===== config.mk =====
export PLATFORM = sky130hd
export DESIGN_NAME = ysyx_22050243_exec_seq
export DESIGN_NICKNAME = d
export VERILOG_FILES = /design/src/rtl/ysyx_22050243_exec_seq.sv
export SDC_FILE = /design/constraint.sdc
export NUM_CORES = 1
export LEC_CHECK = 0
export CAP_MARGIN = 20
export CORE_UTILIZATION = 50
export DETAILED_ROUTE_END_ITERATION = 8
export PLACE_DENSITY = 0.8
export SYNTH_ARGS = -nofsm -noshare
export SYNTH_HDL_FRONTEND = slang
export SYNTH_SLANG_ARGS = --single-unit

===== constraint.sdc =====
create_clock -name clk -period 3.2 [get_ports clk]
set_input_delay 0.8 -clock clk [delete_from_list [all_inputs] [get_ports clk]]
set_output_delay 0.8 -clock clk [all_outputs]
set_load 0.01 [all_outputs]

===== src/rtl/ysyx_22050243_exec_seq.sv =====
// Multi-cycle execution sequencer: steps each decoded instruction through
// execute, optional data-memory access and write-back, halting on ebreak or memory timeout.
module ysyx_22050243_exec_seq #(
    parameter int MEM_TIMEOUT = 255
) (
    input  logic        clk,
    input  logic        rst_n,
    input  logic        inst_valid,
    output logic        inst_ready,
    input  logic [2:0]  mem2reg,
    input  logic        reg_w,
    input  logic        mem_r,
    input  logic        mem_w,
    input  logic        branch,
    input  logic        csr_r,
    input  logic [1:0]  pc_src_ctrl,
    input  logic        is_ebreak,
    input  logic        branch_taken,
    output logic        mem_req_valid,
    output logic        mem_req_wr,
    input  logic        mem_req_ready,
    input  logic        mem_rsp_valid,
    output logic        rf_we,
    output logic [2:0]  rf_wsel,
    output logic        csr_we,
    output logic        pc_we,
    output logic [1:0]  pc_sel,
    output logic        commit,
    output logic [63:0] instret,
    output logic        halted,
    output logic        halt_code
);

    typedef enum logic [2:0] {
        IDLE,
        EXEC,
        MEM_REQ,
        MEM_WAIT,
        WB,
        HALT
    } state_t;

    // Counter only needs to reach MEM_TIMEOUT; a zero limit keeps a 1-bit dummy.
    localparam int CW = (MEM_TIMEOUT > 0) ? $clog2(MEM_TIMEOUT + 1) : 1;
    localparam logic [CW-1:0] LIMIT = CW'(MEM_TIMEOUT);

    state_t          state;
    state_t          state_nx;
    logic [2:0]      mem2reg_q;
    logic            reg_w_q;
    logic            mem_r_q;
    logic            mem_w_q;
    logic            branch_q;
    logic            csr_r_q;
    logic [1:0]      pc_src_ctrl_q;
    logic            taken_q;
    logic [CW-1:0]   wait_cnt;
    logic            halt_code_q;
    logic            timeout_hit;

    assign timeout_hit = (MEM_TIMEOUT != 0) && (wait_cnt == LIMIT);

    always_comb begin
        state_nx      = state;
        inst_ready    = 1'b0;
        mem_req_valid = 1'b0;
        mem_req_wr    = 1'b0;
        rf_we         = 1'b0;
        csr_we        = 1'b0;
        pc_we         = 1'b0;
        commit        = 1'b0;
        pc_sel        = 2'b00;
        halted        = 1'b0;
        case (state)
            IDLE: begin
                inst_ready = 1'b1;
                if (inst_valid) begin
                    state_nx = is_ebreak ? HALT : EXEC;
                end
            end
            EXEC: begin
                state_nx = (mem_r_q | mem_w_q) ? MEM_REQ : WB;
            end
            MEM_REQ: begin
                mem_req_valid = 1'b1;
                mem_req_wr    = mem_w_q;
                // A handshake on the limit cycle still completes the access.
                if (mem_req_ready) begin
                    state_nx = mem_w_q ? WB : MEM_WAIT;
                end else if (timeout_hit) begin
                    state_nx = HALT;
                end
            end
            MEM_WAIT: begin
                if (mem_rsp_valid) begin
                    state_nx = WB;
                end else if (timeout_hit) begin
                    state_nx = HALT;
                end
            end
            WB: begin
                rf_we    = reg_w_q;
                csr_we   = csr_r_q;
                pc_we    = 1'b1;
                commit   = 1'b1;
                state_nx = IDLE;
                if (pc_src_ctrl_q == 2'b01) begin
                    pc_sel = 2'b01;
                end else if (pc_src_ctrl_q == 2'b10) begin
                    pc_sel = 2'b10;
                end else if (branch_q && taken_q) begin
                    pc_sel = 2'b01;
                end
            end
            HALT: begin
                halted = 1'b1;
            end
            default: begin
                state_nx = IDLE;
            end
        endcase
    end

    assign rf_wsel   = mem2reg_q;
    assign halt_code = halt_code_q;

    always_ff @(posedge clk or negedge rst_n) begin
        if (!rst_n) begin
            state         <= IDLE;
            mem2reg_q     <= 3'b000;
            reg_w_q       <= 1'b0;
            mem_r_q       <= 1'b0;
            mem_w_q       <= 1'b0;
            branch_q      <= 1'b0;
            csr_r_q       <= 1'b0;
            pc_src_ctrl_q <= 2'b00;
            taken_q       <= 1'b0;
            wait_cnt      <= '0;
            instret       <= 64'd0;
            halt_code_q   <= 1'b0;
        end else begin
            state <= state_nx;
            if (state == IDLE && inst_valid) begin
                mem2reg_q     <= mem2reg;
                reg_w_q       <= reg_w;
                mem_r_q       <= mem_r;
                mem_w_q       <= mem_w;
                branch_q      <= branch;
                csr_r_q       <= csr_r;
                pc_src_ctrl_q <= pc_src_ctrl;
            end
            if (state == EXEC) begin
                taken_q <= branch_taken;
            end
            if ((state_nx != state) && (state_nx == MEM_REQ || state_nx == MEM_WAIT)) begin
                wait_cnt <= '0;
            end else if (state == MEM_REQ || state == MEM_WAIT) begin
                wait_cnt <= wait_cnt + 1'b1;
            end
            if (state == WB) begin
                instret <= instret + 64'd1;
            end
            // Halting straight from IDLE can only be ebreak; any other path is a timeout.
            if (state != HALT && state_nx == HALT) begin
                halt_code_q <= (state != IDLE);
            end
        end
    end

endmodule

Word level (Yosys, flattened, before mapping) --
Index checks and enable logic that the tools add are counted. W data, S select, Z words.
Cells by class: add/subtract/negate cells 2, multipliers 0, divide/modulo/power cells 0, $lt $le $gt $ge 0, equality and inequality tests 13, shift-type cells 0, multiplexer cells 21, bitwise operators 1, reduce and logical (&&, ||, !) cells 9
Operators by type and width (number):
- $add A64 B1 Y64 const B | 1
- $mux W3 | 7
- $mux W8 | 2
- $pmux W3 S5 | 1
- $eq A3 B2 Y1 const B | 4
- $eq A3 B3 Y1 const B | 3
- $add A8 B1 Y8 const B | 1
- $eq A8 B8 Y1 const B | 1
- $mux W1 | 8
- $mux W2 | 3
- $logic_and A1 B1 Y1 | 4
- $eq A3 B1 Y1 const B | 1
- $logic_not A3 Y1 | 1
- $ne A3 B3 Y1 | 1
- $ne A3 B3 Y1 const B | 1
- $reduce_bool A3 Y1 | 1
- $eq A2 B1 Y1 const B | 1
- $eq A2 B2 Y1 const B | 1
- $logic_or A1 B1 Y1 | 2
- $reduce_bool A2 Y1 | 1
- $or A1 B1 Y1 | 1
Word-level totals: register bits after elaboration 87, bits in latches 0, bits in writable memories 0, memory bits (read-only) 0, output and inout port bits 78, word-level logic and storage cells 58, memories kept 0

Depth between registers and ports, before layout --
Gate-level depths: netlist (run 1).
depth in word-level cells 8, mapped depth 8, mapped depth without buffers 6

Worst setup path after synthesis (run 1) --
No wires, ideal clock.
path type flip-flop to flip-flop, start register state[0], end register instret[37], setup time 0.075 ns, arrival time 2.174 ns, required time 3.125 ns, path slack 0.950 ns, stages on the path, launching flop included 9, path buffers 3, period minus slack after synthesis 2.250 ns, cell sequence dfrtp_1 > buf_6 > or3b_1 > buf_6 > nor4_4 > and3_1 > buf_6 > and4_4 > xor2_2
Between the ends: word-level cells in the longest chain between the ends 1
Ends and longest elaborated chain:
- start: declaration | line 47 | state_t state;
- start signal: assignment | line 142 | state <= state_nx;
- $eq A3 B3 Y1 | line 160 | if (state == WB) begin
- end signal: assignment | line 161 | instret <= instret + 64'd1;
- end: declaration | line 29 | output logic [63:0] instret,
Every way passes these cells. A chain may end at the register's enable or synchronous reset.

Final worst setup path (run 1) --
start register state[0], end output port csr_we
Between the ends: word-level cells in the longest chain between the ends 2
Ends and longest elaborated chain:
- $eq A3 B3 Y1 | line 74 | case (state)
- $mux W1 | line 74
- end: declaration | line 25 | output logic csr_we,
Every way passes these cells.

==> results of run 1 <==
==> how the worst max path moves through the flow <==
stage	from	to	slack, ns	depth (start not counted)
floorplan	state[0]	instret[37]	0.95	8
global placement	state[0]	csr_we	0.49	4
detailed placement	state[0]	csr_we	0.43	4
CTS	state[0]	csr_we	0.008	4
global route	state[0]	csr_we	0.08	4
finish	state[0]	csr_we	0.16	4
==> area by class of cell <==
class | instances | share of cell area [%]
flip-flops and latches | 87 | 40.1
multi-input cells | 278 | 35.0
repair buffers | 99 | 18.2
clock buffers | 11 | 2.60
well taps | 102 | 2.35
clock inverters | 4 | 1.29
inverters | 8 | 0.553
==> power breakdown <==
group | switching [mW] | internal [mW]
registers | 0.146 | 1.23
logic | 0.305 | 0.376
clock network | 0.374 | 0.455
total | 0.825 | 2.06
==> placed cells by master, fill, tap and decap left out, types with 3 or more instances in the layout <==
cell,synthesis,routed
clkdlybuf4s50_1,0,93
dfrtp_1,87,87
nand2_1,41,41
xnor2_1,40,40
xor2_1,29,29
nand3_1,23,23
nor2_1,22,22
nand4_1,20,20
nor3_1,16,16
mux2_2,11,11
and3_1,10,10
clkbuf_8,0,10
inv_1,8,8
nor2b_1,7,7
a21oi_1,7,7
nor4_2,4,6
nor4_1,8,6
and2_1,5,5
buf_4,3,5
o21ai_0,4,4
and4_1,3,3
or2_2,3,3
==> sequential cells by signal, summed over array words and instances (netlist names), 2 cells and up <==
| signal | flops |
|---|---|
| state | 3 |
| pc_src_ctrl_q | 2 |
| wait_cnt | 8 |
| rf_wsel | 3 |
| instret | 64 |
==> cell families after synthesis <==
logic type / Yosys count / synth area share, %
flops: 87 / 52.2
mux: 12 / 3.21
xor+xnor: 70 / 14.9
simple gates: 177 / 24.0
fa+ha+maj: 2 / 0.600
compound gates: 17 / 2.49
buf+inv: 20 / 2.61
==> stage by stage <==
step,setup WS [ns],utilization [%],cells,total power [mW]
floorplan,0.950,-,385,1.79
global placement,0.487,66.2,574,2.05
detailed placement,0.431,66.2,574,2.07
CTS,0.00839,68.9,589,2.90
global route,0.0780,68.9,589,3.04
finish,0.158,68.9,589,2.89
==> layer usage <==
layer | up-vias | wire, um
met2 | 83 | 4370
met5 | - | 0
met4 | 0 | 165
met3 | 15 | 396
li1 | 1533 | -
met1 | 1596 | 4320
==> impl_results.md, run 1 <==
* Ys flop type: dfrtp_1
* Flop2flop setup slack at 0.75 ns
* CP max-delay cell: clkdlybuf4s50_1
* H-tree depth at 3
* Port bufs at 94
* Drt first-iter violations at 127
* Vias in the first global route at 3162
* Hold_ws at 0.480 ns
* Share of cells above drive strength 1 at 9.86%
* R2r endpoint: instret[37]
* Worst-Margin Slew at 0.774 ns
* Fraction of registers with async set/reset at 100%
* Critical path buffers and inverters at 2
* Gr ovfl total at 0
* Clock Tree Buf Depth at 2
* Core area at 0.00789 mm2
* Clock tree sinks at 87
* Setup Fix Bufs, Post-CTS at 0
* Number of antenna diodes at 0
* DPL Wire Length at 6.65 mm
* Ranking of synthesized cells by area: dfrtp_1 52%, xnor2_1 8.4%, xor2_1 6.1%
* Final wirelength at 9.26 mm
* Status: finished, final reports clean
* CTS Hold Bufs at 0
* Met2 Track Usage GR at 36.5%
* Layout Nets at 502
* Netlist cell types at 43
* Fin Setup TNS at 0 ns
* Chip height at 93.3 um
* Grt met1 use at 32.9%
* Post-route ant nets at 0
* Fin. Hold Viols at 0
* Min-Delay Endpoint: instret[63]
* Crit-path cells: or3b_4 -> inv_1 -> and2_1 -> clkdlybuf4s50_1
* Crit end category: output pin
* Register area at 0.00218 mm2
* Worst slew margin relative to its limit at 48.4%
* Root buffer cell: clkbuf_8
* Die width at 93.3 um
* Placed Area at 0.00522 mm2
* Top cell type's share of synthesized area at 52.2%
* Initial antenna violation count at 0
* Filler cells at 598
* First-pass GRT wire length at 15.7 mm
* FF+latch count, synth at 87
* LEAKAGE at 2.38 nW
* Mapped cell area at 0.00417 mm2
* Pwr/cell area at 532 mW/mm2
* Area of the multi-input gates at 0.00190 mm2
* EDFF count, synth at 0
* Worst r2r src: state[0]
* Slew Viols, Final at 0
* Die ar. at 0.00871 mm2
* CP peak stage delay at 0.53 ns
* Hold Path Depth at 1
* Most common cell in the netlist: dfrtp_1
* Hold path start: instret[63]
* Final period util at 95.1%
* Mapped Cells at 385
* Worst skew pair latency at 0.36 ns
* Hold crit path type: flop to flop
* Design area at 0.00543 mm2
* CP Class: flop to output pin
* Setup-failing EPs final at 0
* Synthesis-to-finish area growth at 30.3%
* F_max at 0.329 GHz
* Vias per cell at 5.48
* Site row count at 32
* Fin Clk Skew at 0.0107 ns
* Pre-antenna DRT Iters at 4
* Largest net degree at the start of global routing at 60
* Max FO, Critical Path at 10
* Maximum vdd ir drop at 0.266 mV
* Vias at 3227
* # resized after CTS at 0
* Cell family with most CP delay: buffers and inverters
* Met3 usage at 4.07%
* Initial core utilization at 52.9%
* Placer Congestion at 0.869
* CTS Buf Count at 9
* Num ports at 95
* Arr. time, crit path at 2.24 ns
* Mapped Nets at 404
* Unrepaired setup endpoints after global routing: no
* Clock transition at path regs at 0.09 ns
* CTS tree: built
* Register area share after synthesis at 52.2%
* Total GRT Usage at 23.4%
* Residual DRC at 0
* Syn Area/Cell at 10.8 um2
* Reg2Reg Depth at 6
* Ys Warns at 0
* Most Crowded Layer GR: met2
* WL/cell at 15.7 um
* Commonest cells post-synth: 87 x dfrtp_1, 41 x nand2_1, 40 x xnor2_1
* Worst Path Required at 2.40 ns
* Min Clock Period, post-route at 3.04 ns
* Max cap viols at 0
* Largest area contributor in the netlist: dfrtp_1
* Critical path startpoint category: flop
No activity file was read; power rests on OpenSTA's default activity.
==> inputs of run 2 (changes only) <==
--- a/config.mk
+++ b/config.mk
@@ -5,10 +5,10 @@
 export SDC_FILE = /design/constraint.sdc
 export NUM_CORES = 1
 export LEC_CHECK = 0
-export CAP_MARGIN = 20
 export CORE_UTILIZATION = 50
 export DETAILED_ROUTE_END_ITERATION = 8
 export PLACE_DENSITY = 0.8
+export SLEW_MARGIN = 10
 export SYNTH_ARGS = -nofsm -noshare
 export SYNTH_HDL_FRONTEND = slang
 export SYNTH_SLANG_ARGS = --single-unit
==> results of run 2 <==
The final DEF is identical to that of run 1; final timing and power are the same.
